## src/rtl/decod_pkg.sv

```systemverilog
// Shared definitions for the timed 2-to-4 decoder: FSM states, code and one-hot constants.
// The one-hot constants are the same ones the 4-to-2 access encoder uses.
package decod_pkg;

   typedef enum logic [1:0] {
      IDLE = 2'd0,
      HOLD = 2'd1,
      GAP  = 2'd2
   } state_t;

   localparam logic [1:0] A0 = 2'b00;
   localparam logic [1:0] A1 = 2'b01;
   localparam logic [1:0] A2 = 2'b10;
   localparam logic [1:0] A3 = 2'b11;

   localparam logic [3:0] W0 = 4'b0001;
   localparam logic [3:0] W1 = 4'b0010;
   localparam logic [3:0] W2 = 4'b0100;
   localparam logic [3:0] W3 = 4'b1000;

   // Hold and gap lengths are limited to 255, so an 8-bit counter suffices.
   localparam int unsigned CNT_W = $clog2(256);

endpackage

```

## src/rtl/decod_2_4_comb.sv

```systemverilog
// Pure combinational 2-bit code to one-hot gate line.
module decod_2_4_comb
   import decod_pkg::*;
(
   input  logic [1:0] code,
   output logic [3:0] one_hot
);

   always_comb begin
      one_hot = '0;
      case (code)
         A0: one_hot = W0;
         A1: one_hot = W1;
         A2: one_hot = W2;
         A3: one_hot = W3;
      endcase
   end

endmodule

```

## src/rtl/decodificador_2_4_temporizado.sv

```systemverilog
// Registered 2-to-4 decoder with a timed hold and guard gap, behind a valid/ready handshake.
// Optional sticky overrun flag built only when DECOD_OVERRUN_EN is defined.
module decodificador_2_4_temporizado
   import decod_pkg::*;
#(
   parameter int unsigned HOLD_CYCLES = 8,
   parameter int unsigned GAP_CYCLES  = 2
) (
   input  logic       clk,
   input  logic       reset,
   input  logic       input_valid,
   input  logic [1:0] input_code,
   output logic       ready,
   output logic [3:0] output_decodificado,
   output logic       busy,
   output logic       done,
   output logic       overrun
);

   localparam logic [CNT_W-1:0] HOLD_LOAD = CNT_W'(HOLD_CYCLES - 1);
   localparam logic [CNT_W-1:0] GAP_LOAD  = (GAP_CYCLES > 0) ? CNT_W'(GAP_CYCLES - 1) : '0;

   state_t           state;
   logic [CNT_W-1:0] cnt;
   logic [3:0]       one_hot;
   logic             accept;

   decod_2_4_comb u_decod (
      .code    (input_code),
      .one_hot (one_hot)
   );

   assign accept = input_valid && ready;

   // ready/busy/done are registered alongside the state so no output depends on input_valid.
   always_ff @(posedge clk) begin
      if (reset) begin
         state               <= IDLE;
         cnt                 <= '0;
         output_decodificado <= '0;
         ready               <= 1'b1;
         busy                <= 1'b0;
         done                <= 1'b0;
      end else begin
         done <= 1'b0;
         case (state)
            IDLE: begin
               if (accept) begin
                  state               <= HOLD;
                  cnt                 <= HOLD_LOAD;
                  output_decodificado <= one_hot;
                  ready               <= 1'b0;
                  busy                <= 1'b1;
               end
            end
            HOLD: begin
               if (cnt == '0) begin
                  output_decodificado <= '0;
                  done                <= 1'b1;
                  if (GAP_CYCLES > 0) begin
                     state <= GAP;
                     cnt   <= GAP_LOAD;
                  end else begin
                     state <= IDLE;
                     ready <= 1'b1;
                     busy  <= 1'b0;
                  end
               end else begin
                  cnt <= cnt - 1'b1;
               end
            end
            GAP: begin
               if (cnt == '0) begin
                  state <= IDLE;
                  ready <= 1'b1;
                  busy  <= 1'b0;
               end else begin
                  cnt <= cnt - 1'b1;
               end
            end
            default: begin
               state               <= IDLE;
               cnt                 <= '0;
               output_decodificado <= '0;
               ready               <= 1'b1;
               busy                <= 1'b0;
            end
         endcase
      end
   end

`ifdef DECOD_OVERRUN_EN
   // Dropped requests are remembered until reset; the FSM never looks at this flag.
   always_ff @(posedge clk) begin
      if (reset)
         overrun <= 1'b0;
      else if (input_valid && !ready)
         overrun <= 1'b1;
   end
`else
   assign overrun = 1'b0;
`endif

endmodule

```

## config.mk

```make
export PLATFORM = sky130hd
export DESIGN_NAME = decodificador_2_4_temporizado
export DESIGN_NICKNAME = d
export VERILOG_FILES = /design/src/rtl/decod_pkg.sv /design/src/rtl/decod_2_4_comb.sv /design/src/rtl/decodificador_2_4_temporizado.sv
export SDC_FILE = /design/constraint.sdc
export NUM_CORES = 1
export LEC_CHECK = 0
export CAP_MARGIN = 20
export CELL_PAD_IN_SITES_DETAIL_PLACEMENT = 0
export CELL_PAD_IN_SITES_GLOBAL_PLACEMENT = 1
export CORE_UTILIZATION = 42
export CTS_CLUSTER_SIZE = 14
export DETAILED_ROUTE_END_ITERATION = 10
export PLACE_DENSITY_LB_ADDON = 0.1
export SKIP_CTS_REPAIR_TIMING = 1
export SYNTH_ARGS = -nofsm -noshare
export SYNTH_HDL_FRONTEND = slang
export SYNTH_HIERARCHICAL = 1
export SYNTH_SLANG_ARGS = --single-unit
export TNS_END_PERCENT = 100
```

## constraint.sdc

```tcl
create_clock -name clk -period 3.5 [get_ports clk]
set_input_delay 0.7 -clock clk [delete_from_list [all_inputs] [get_ports clk]]
set_output_delay 0.7 -clock clk [all_outputs]
set_load 0.1 [all_outputs]
```

== Yosys cells after proc, flatten, opt, wreduce, memory -nomap -nowiden ==
Index checks and enable logic that the tools add are counted.

* Input bits: 5
* Logic and storage cells: 46
* Register bits: 17
* Output and inout port bits: 8

* Add/sub/neg operators: 1
* Multiplexer cells: 19
* Eq/ne operators: 9
* Bitwise operators: 2
* Reduce and logical (&&, ||, !) cells: 9

{| class="wikitable"
|+ Operator list
! kind !! count
|-
| 8-bit two-way mux || 3
|-
| 8-bit case mux with 3 select lines || 1
|-
| 4-bit case mux with 4 select lines || 1
|-
| 4-bit case mux with 3 select lines || 1
|-
| 3-bit AND reduction || 3
|-
| 8-bit logical NOT || 1
|-
| 4-bit two-way mux || 2
|-
| 2-bit inequality test (second input constant) || 4
|-
| 8-bit by 1-bit subtractor with 8-bit output (second input constant) || 1
|-
| 2-bit == test (second input constant) || 3
|-
| 2-bit two-way mux || 3
|-
| 1-bit case mux with 3 select lines || 2
|-
| 2-bit case mux with 3 select lines || 1
|-
| 1-bit two-way mux || 5
|-
| 2-bit by 1-bit == test with 1-bit output (second input constant) || 2
|-
| 2-bit logical NOT || 2
|-
| 1-bit NOT || 2
|-
| 2-bit AND reduction || 1
|-
| 2-bit OR reduction || 1
|-
| 1-bit logical AND || 1
|}

== Longest topological paths before layout ==
Gate-level depths: netlist (run 1).

* Depth in word-level cells: 4
* Gate-level depth with buffers: 6
* Gate-level depth less buffers: 6

== Cells and area by module ==
The synthesis (run 1) kept the hierarchy.

{| class="wikitable"
|+ Modules (own cells, without submodules)
! module !! times used !! cells each !! seq. area each (sq um) !! area an instance (sq um)
|-
| decodificador_2_4_temporizado || 1 || 100 || 340.3 || 884.6
|-
| decod_2_4_comb || 1 || 4 || 0.0 || 26.3
|}

== Worst setup path before layout (run 1) ==
No wires, ideal clock.

* Kind: flip-flop to flip-flop
* Start point: register ready
* End point: register cnt[3]
* Clock period less this slack: 2.028 ns
* Buffers on the path: 0
* Data required time: 3.430 ns
* Arrival time: 1.958 ns
* Path slack: 1.472 ns
* Library setup time: 0.070 ns
* Stages on the path, launching flop included: 5
* Cell sequence: dfxtp_1 a211o_1 o311ai_4 or4_1 a21oi_1

* Cells in the longest elaborated chain, start to end: 3

{| class="wikitable"
|+ Ends and longest elaborated chain
! what !! line !! RTL
|-
| start: declaration || decodificador_2_4_temporizado.sv:13 || <nowiki>output logic ready,</nowiki>
|-
| start signal: assignment || decodificador_2_4_temporizado.sv:41 || <nowiki>ready <= 1'b1;</nowiki>
|-
| start signal: assignment || decodificador_2_4_temporizado.sv:52 || <nowiki>ready <= 1'b0;</nowiki>
|-
| start signal: assignment || decodificador_2_4_temporizado.sv:65 || <nowiki>ready <= 1'b1;</nowiki>
|-
| 1-bit logical AND || decodificador_2_4_temporizado.sv:33 || <nowiki>assign accept = input_valid && ready;</nowiki>
|-
| 2-bit inequality test (no source line) || n/a ||
|-
| 2-bit AND reduction (no source line) || n/a ||
|-
| end signal: assignment || decodificador_2_4_temporizado.sv:69 || <nowiki>cnt <= cnt - 1'b1;</nowiki>
|-
| end signal: assignment || decodificador_2_4_temporizado.sv:78 || <nowiki>cnt <= cnt - 1'b1;</nowiki>
|-
| end: declaration || decodificador_2_4_temporizado.sv:24 || <nowiki>logic [CNT_W-1:0] cnt;</nowiki>
|}

Every way passes these cells.
A chain may end at the register's enable or synchronous reset.

== Worst setup path after layout (run 1) ==
* Start point: register ready
* End point: output port ready

No word-level cell between the ends.

==> metrics.txt, run 1 <==
status=completed; CTS Sinks=17; Compound-Gate Fraction of Synth Area=0.2637; Place WS=1.226 ns; initial antenna violation count=0; TritonCTS clock tree=done; CTS root buffer=clkbuf_4; synthesized flop and latch total=17; CP Depth=1; adder-cell share of the synthesized area=0.03846; switching power of the nets=453.0 µW; FP Rows=16; internal power=around 480 µW; Setup Viol. Count Final=0; Worst R2R Start=cnt[0]$_SDFFE_PP0P_; register share of total power=0.333; grt ovf=0; Post-Synth Simple-Gate Area=0.2596; crit path max fanout=5; number of DRC markers in iteration 0=8; mux cell area share after synthesis=0; Crit path required time=approximately 2.8 ns; post-synth cell types=38; worst hold path class=flip-flop to flip-flop; Synth area leader=dfxtp_1; starting density of the core=0.4550; Die ar.=2359 µm²; dpl hpwl=between 1 and 1.5 mm; GP Congestion=between 0.7 and 0.8; register area share after synthesis=0.3736; WHS Endpoint=output_decodificado[1]$_SDFFE_PP0P_; FFs w/ async S/R, synth=0; Global Route Usage Sum=0.1674; CP Launch Type=flip-flop; core area=roughly 2000 µm²; final wirelength=roughly 1.8 mm; Worst Reg-to-Reg Cells=6; Avg Synthesized Cell Area=roughly 8.8 µm²; Worst EP arrival=roughly 1.9 ns; CP Capture Type=output pin; CP peak stage delay=roughly 1.2 ns; area share of xor/xnor cells in the synthesized design=0.009615; worst hold path depth=1; worst-path cell chain=clkdlybuf4s50_1; crit share post-route=0.7305; critical path class=flip-flop to output pin; fin crit period=approximately 2.6 ns; PD cells=~880 nW/µm²; Synth top area share=0.3736; max frequency=between 300 and 400 MHz; Via-to-Cell Ratio=~5.6; Logic pwr share=0.549; vias=a little under 800; Setup WS post-layout=0.9431 ns; first-pass GRT wire length=roughly 3 mm; CP bufs+invs=1; Area growth, synth to finish=16.48%; ys flop type=dfxtp_1; Synth area leaders=dfxtp_1 (37%), a22o_1 (3.8%), nor2_1 (3.7%), or3_1 (3.4%), a21oi_1 (3.3%); net count after synthesis=111; CTS clk-pin slew, worst paths=roughly 0.1 ns; Clock Path Buffers=2; CTS Buf Count=3; fraction of layout cells with a size suffix above 1=0.08696; nets=123; clock power share=0.118; skew final=about 0.00085 ns; max-slew violations=0; CTS HTree Levels=1; maxcap violations=0; drt first pass iters=4; Clock Latency Late Sink=around 0.30 ns; Synth Cell Area=around 910 µm²; I/O Pins=13; largest family of logic cells by synthesized area=compound AO/OA/AOI/OAI gates; Post-synth EDFFs=0; static leakage=0.0003863 µW; r2r setup slk=roughly 1.7 ns; Die Ht=~49 µm; RSZ-0062 raised after global routing=false; Hold Vio Cnt, Final=0; pin count of the biggest net entering global routing=17; YS warnings=6; max_slew headroom=0.3525; die width=roughly 49 µm; worst reg2reg endpoint=output_decodificado[3]$_SDFFE_PP0P_; top-count cell post-synth=dfxtp_1; top post-synthesis cells by count=dfxtp_1 (17), nor2_1 (9), inv_1 (7); family with the most delay on the worst path=buffers and inverters; Worst Max-Slew Pin Slew=roughly 0.97 ns; TNS Setup=0 ns; vias in the first global route=between 600 and 700; hold path start=output_decodificado[1]$_SDFFE_PP0P_; Antenna Nets Post-Route=0; switching part of the total power=0.4873; I/O Buffers=11; number of antenna diodes=0; Mapped Cells=~100; per-cell routed wire length=~13 µm; drc violations=0; Crit-path slowest cell=clkdlybuf4s50_1; maximum VDD drop=between 0.4 and 0.5 mV; fillers=200
per-layer routing:
| metal | up-vias | GRT usage | wire length (µm) |
|---|---|---|---|
| li1 | 405 | - | - |
| met1 | 373 | 0.2097 | 882 |
| met2 | 16 | 0.2793 | 840 |
| met3 | 2 | 0.05975 | 91 |
| met4 | 0 | 0.02941 | 12 |
| met5 | - | 0 | 0 |
how the worst max path moves through the flow:
| stage | startpoint | endpoint | slack, ns |
|---|---|---|---|
| 3_3_place_gp | input_valid | cnt[3]$_SDFFE_PP0P_ | 1.28 |
| 6_report | ready$_SDFFE_PP1P_ | ready | 0.94 |
| 2_1_floorplan | ready$_SDFFE_PP1P_ | cnt[3]$_SDFFE_PP0P_ | 1.47 |
| 4_1_cts | ready$_SDFFE_PP1P_ | ready | 0.94 |
| 3_5_place_dp | input_valid | cnt[3]$_SDFFE_PP0P_ | 1.23 |
| 5_1_grt | ready$_SDFFE_PP1P_ | ready | 0.90 |
cell families (layout without fill, tap and decap cells):
family          after synthesis  after routing
simple gates                 39             39
compound gates               32             32
flops                        17             17
buf+inv                      11             22
fa+ha+maj                     3              3
other cells                   1              1
xor+xnor                      1              1
power by group through the flow:
stage,Clock [µW],Combinational (µW),Sequential [µW]
2_1_floorplan,0,351,375
3_5_place_dp,0,509,313
6_report,110,510,310
5_1_grt,122,561,319
3_3_place_gp,0,508,313
4_1_cts,112,512,309
layout by cell type (no fill, tap or decap):
master	n
a2111oi_0	2
a211o_1	2
a21oi_1	6
a221oi_2	1
a22o_1	4
a311oi_1	1
a31oi_1	3
a32oi_1	1
and2_2	1
and2b_2	1
clkbuf_1	1
clkbuf_4	3
clkdlybuf4s50_1	11
conb_1	1
dfxtp_1	17
ha_1	2
inv_1	7
maj3_1	1
nand2_1	5
nand2b_1	3
nand3_1	4
nand4b_1	1
nand4bb_1	1
nor2_1	9
nor2b_1	2
nor3_4	1
nor4_1	2
o211ai_1	2
o21ai_0	4
o21ai_1	4
o311ai_4	1
o31ai_1	1
or2_2	1
or3_1	5
or4_1	1
or4_4	1
or4bb_1	1
xnor2_1	1
sequential cells by signal (all words and copies together) (netlist names):
signal / flops
output_decodificado: 4
done: 1
busy: 1
state: 2
ready: 1
cnt: 8
per-stage QoR:
| step | std cells | cell area [µm²] | hold WS, ns | power [µW] | utilization |
|---|---|---|---|---|---|
| final | 142 | 1061 | 0.4891 | 929.8 | 0.5300 |
| after global routing | 142 | 1061 | 0.5144 | 1003 | 0.5300 |
| after CTS | 142 | 1061 | 0.4924 | 933.6 | 0.5300 |
| after detailed placement | 138 | 1035 | 0.4633 | 821.6 | 0.5169 |
| after global placement | 138 | 1035 | 0.4617 | 820.6 | 0.5169 |
| after floorplan | 104 | 910.9 | 0.4750 | 725.6 | - |
worst register-to-register path, cell delays in order, from the launching register on:
cell and delay (ns):
dfxtp_1 0.36, inv_1 0.14, ha_1 0.19, or4bb_1 0.47, o211ai_1 0.20, nor2_1 0.12, a22o_1 0.26
layout make-up:
cell class | instances | area [µm²] | area share
flip-flops and latches | 17 | 340.3 | 0.3208
clock buffers | 4 | 26.28 | 0.02476
multi-input cells | 76 | 524.3 | 0.4941
inverters | 7 | 26.28 | 0.02476
well taps | 27 | 33.78 | 0.03184
repair buffers | 11 | 110.1 | 0.1038
Note: power is estimated with default switching activity, not from simulation.
==> inputs of run 2 (changes only) <==
- CORE_UTILIZATION: 42 -> 35
- clock period: 3.5 -> 2.18 ns (I/O delays scaled with it)
==> metrics.txt, run 2 (synthesized netlist as in run 1, its figures left out) <==
Worst Max-Slew Pin Slew=between 0.5 and 0.6 ns; CTS root buffer=clkbuf_4; fin crit period=about 1.8 ns; hold path start=output_decodificado[3]$_SDFFE_PP0P_; vias in the first global route=707; nets=around 120; Most flops, register=cnt; worst-path cell chain=inv_1 -> ha_1 -> or4bb_1 -> o211ai_1 -> nor2_1 -> a22o_1; Worst EP arrival=between 2 and 2.5 ns; CP peak stage delay=0.47 ns; Clock Latency Late Sink=0.29 ns; placed cell count=141; Util after Layout=0.4227; Crit path required time=2.37 ns; crit share post-route=0.8390; critical path class=flip-flop to flip-flop; crit path launch=cnt[0]$_SDFFE_PP0P_; TritonCTS clock tree=done; Via-to-Cell Ratio=about 5.3; crit path max fanout=5; CTS Buf Count=3; die width=between 50 and 60 µm; per-cell routed wire length=between 10 and 15 µm; core area=about 2500 µm²; Area growth, synth to finish=14.97%; Die Ht=53.02 µm; Clock Path Buffers=2; I/O Buffers=11; worst hold path depth=1; Crit-path slowest cell=or4bb_1; drc violations=0; commonest non-fill, non-tap cell in the layout=dfxtp_1; Worst Reg-to-Reg Cells=6; Antenna Nets Post-Route=0; Place WS=approximately 0.16 ns; fillers=around 270; largest registers=cnt: 8 flops, output_decodificado: 4 flops, state: 2 flops; Hold Vio Cnt, Final=0; CP Capture Type=flip-flop; vias=between 700 and 800; maximum VDD drop=about 0.6 mV; max-slew violations=0; skew final=around 0.0025 ns; static leakage=about 0.00040 µW; pin count of the biggest net entering global routing=17; CTS clk-pin slew, worst paths=roughly 0.10 ns; CTS HTree Levels=1; dpl hpwl=roughly 1.4 mm; initial antenna violation count=0; number of flip-flops in the largest register=8; CP Launch Type=flip-flop; Setup WS post-layout=between 0.3 and 0.4 ns; max frequency=around 550 MHz; Setup Viol. Count Final=0; post-route insts no fill=145; TNS Setup=0 ns; number of DRC markers in iteration 0=20; Die ar.=about 2800 µm²; commonest cells after routing, fill and taps aside=dfxtp_1 (17), nor2_1 (9), inv_1 (7), buf_4 (7), a21oi_1 (6); FP Rows=18; CTS Sinks=17; max_slew headroom=0.6568; first-pass GRT wire length=~3.2 mm; fraction of layout cells with a size suffix above 1=0.1478; I/O Pins=13; RSZ-0062 raised after global routing=false; Worst R2R Start=cnt[0]$_SDFFE_PP0P_; GP Congestion=a little under 0.8; worst hold path class=flip-flop to flip-flop; final wirelength=between 1.5 and 2 mm; maxcap violations=0; grt ovf=0; starting density of the core=0.3677; status=completed; final hold slack=about 0.5 ns; PD cells=approximately 1400 nW/µm²; Global Route Usage Sum=0.1618; number of antenna diodes=0; drt first pass iters=4
[run 2: cell types whose count changed in the layout (fill, tap and decap cells not counted)]
cell	change
buf_4	+7
clkdlybuf4s50_1	-7
[run 2: area by class of cell]
class	count	area (µm²)	area share
clock buffers	4	26.28	0.02509
inverters	7	26.28	0.02509
multi-input cells	76	524.3	0.5006
flip-flops and latches	17	340.3	0.3250
well taps	30	37.54	0.03584
repair buffers	11	92.59	0.08841
[run 2: per-layer routing]
metal  vias to the layer above  global-route usage  routed length [µm]
li1                        412                   -                   -
met1                       341              0.2075                1008
met2                        14              0.2532                 864
met3                         2             0.06034                  75
met4                         0             0.03947                  14
met5                         -                   0                   0
[run 2: per-stage QoR]
stage / instance area [µm²] / total power (µW)
after detailed placement: 1021 / 1323
final: 1047 / 1490
after CTS: 1047 / 1504
after floorplan: 910.9 / 1165
after global routing: 1047 / 1608
after global placement: 1021 / 1329
[run 2: critical path: cells and delay by family, from the launching register on]
kind	cells	cell delay, ns
simple gates	2	0.59
compound gates	2	0.45
flops	1	0.35
fa+ha+maj	1	0.20
buf+inv	1	0.14
[run 2: final timing paths]
kind | to | slack, ns
setup reg to reg | output_decodificado[0]$_SDFFE_PP0P_ | 0.35
setup / recovery | output_decodificado[0]$_SDFFE_PP0P_ | 0.35
hold / removal | output_decodificado[3]$_SDFFE_PP0P_ | 0.49
hold reg to reg | output_decodificado[3]$_SDFFE_PP0P_ | 0.49
[run 2: power breakdown]
part / switching [µW] / internal, µW
clock network: 99.9 / 71.2
logic: 525 / 297
registers: 106 / 391
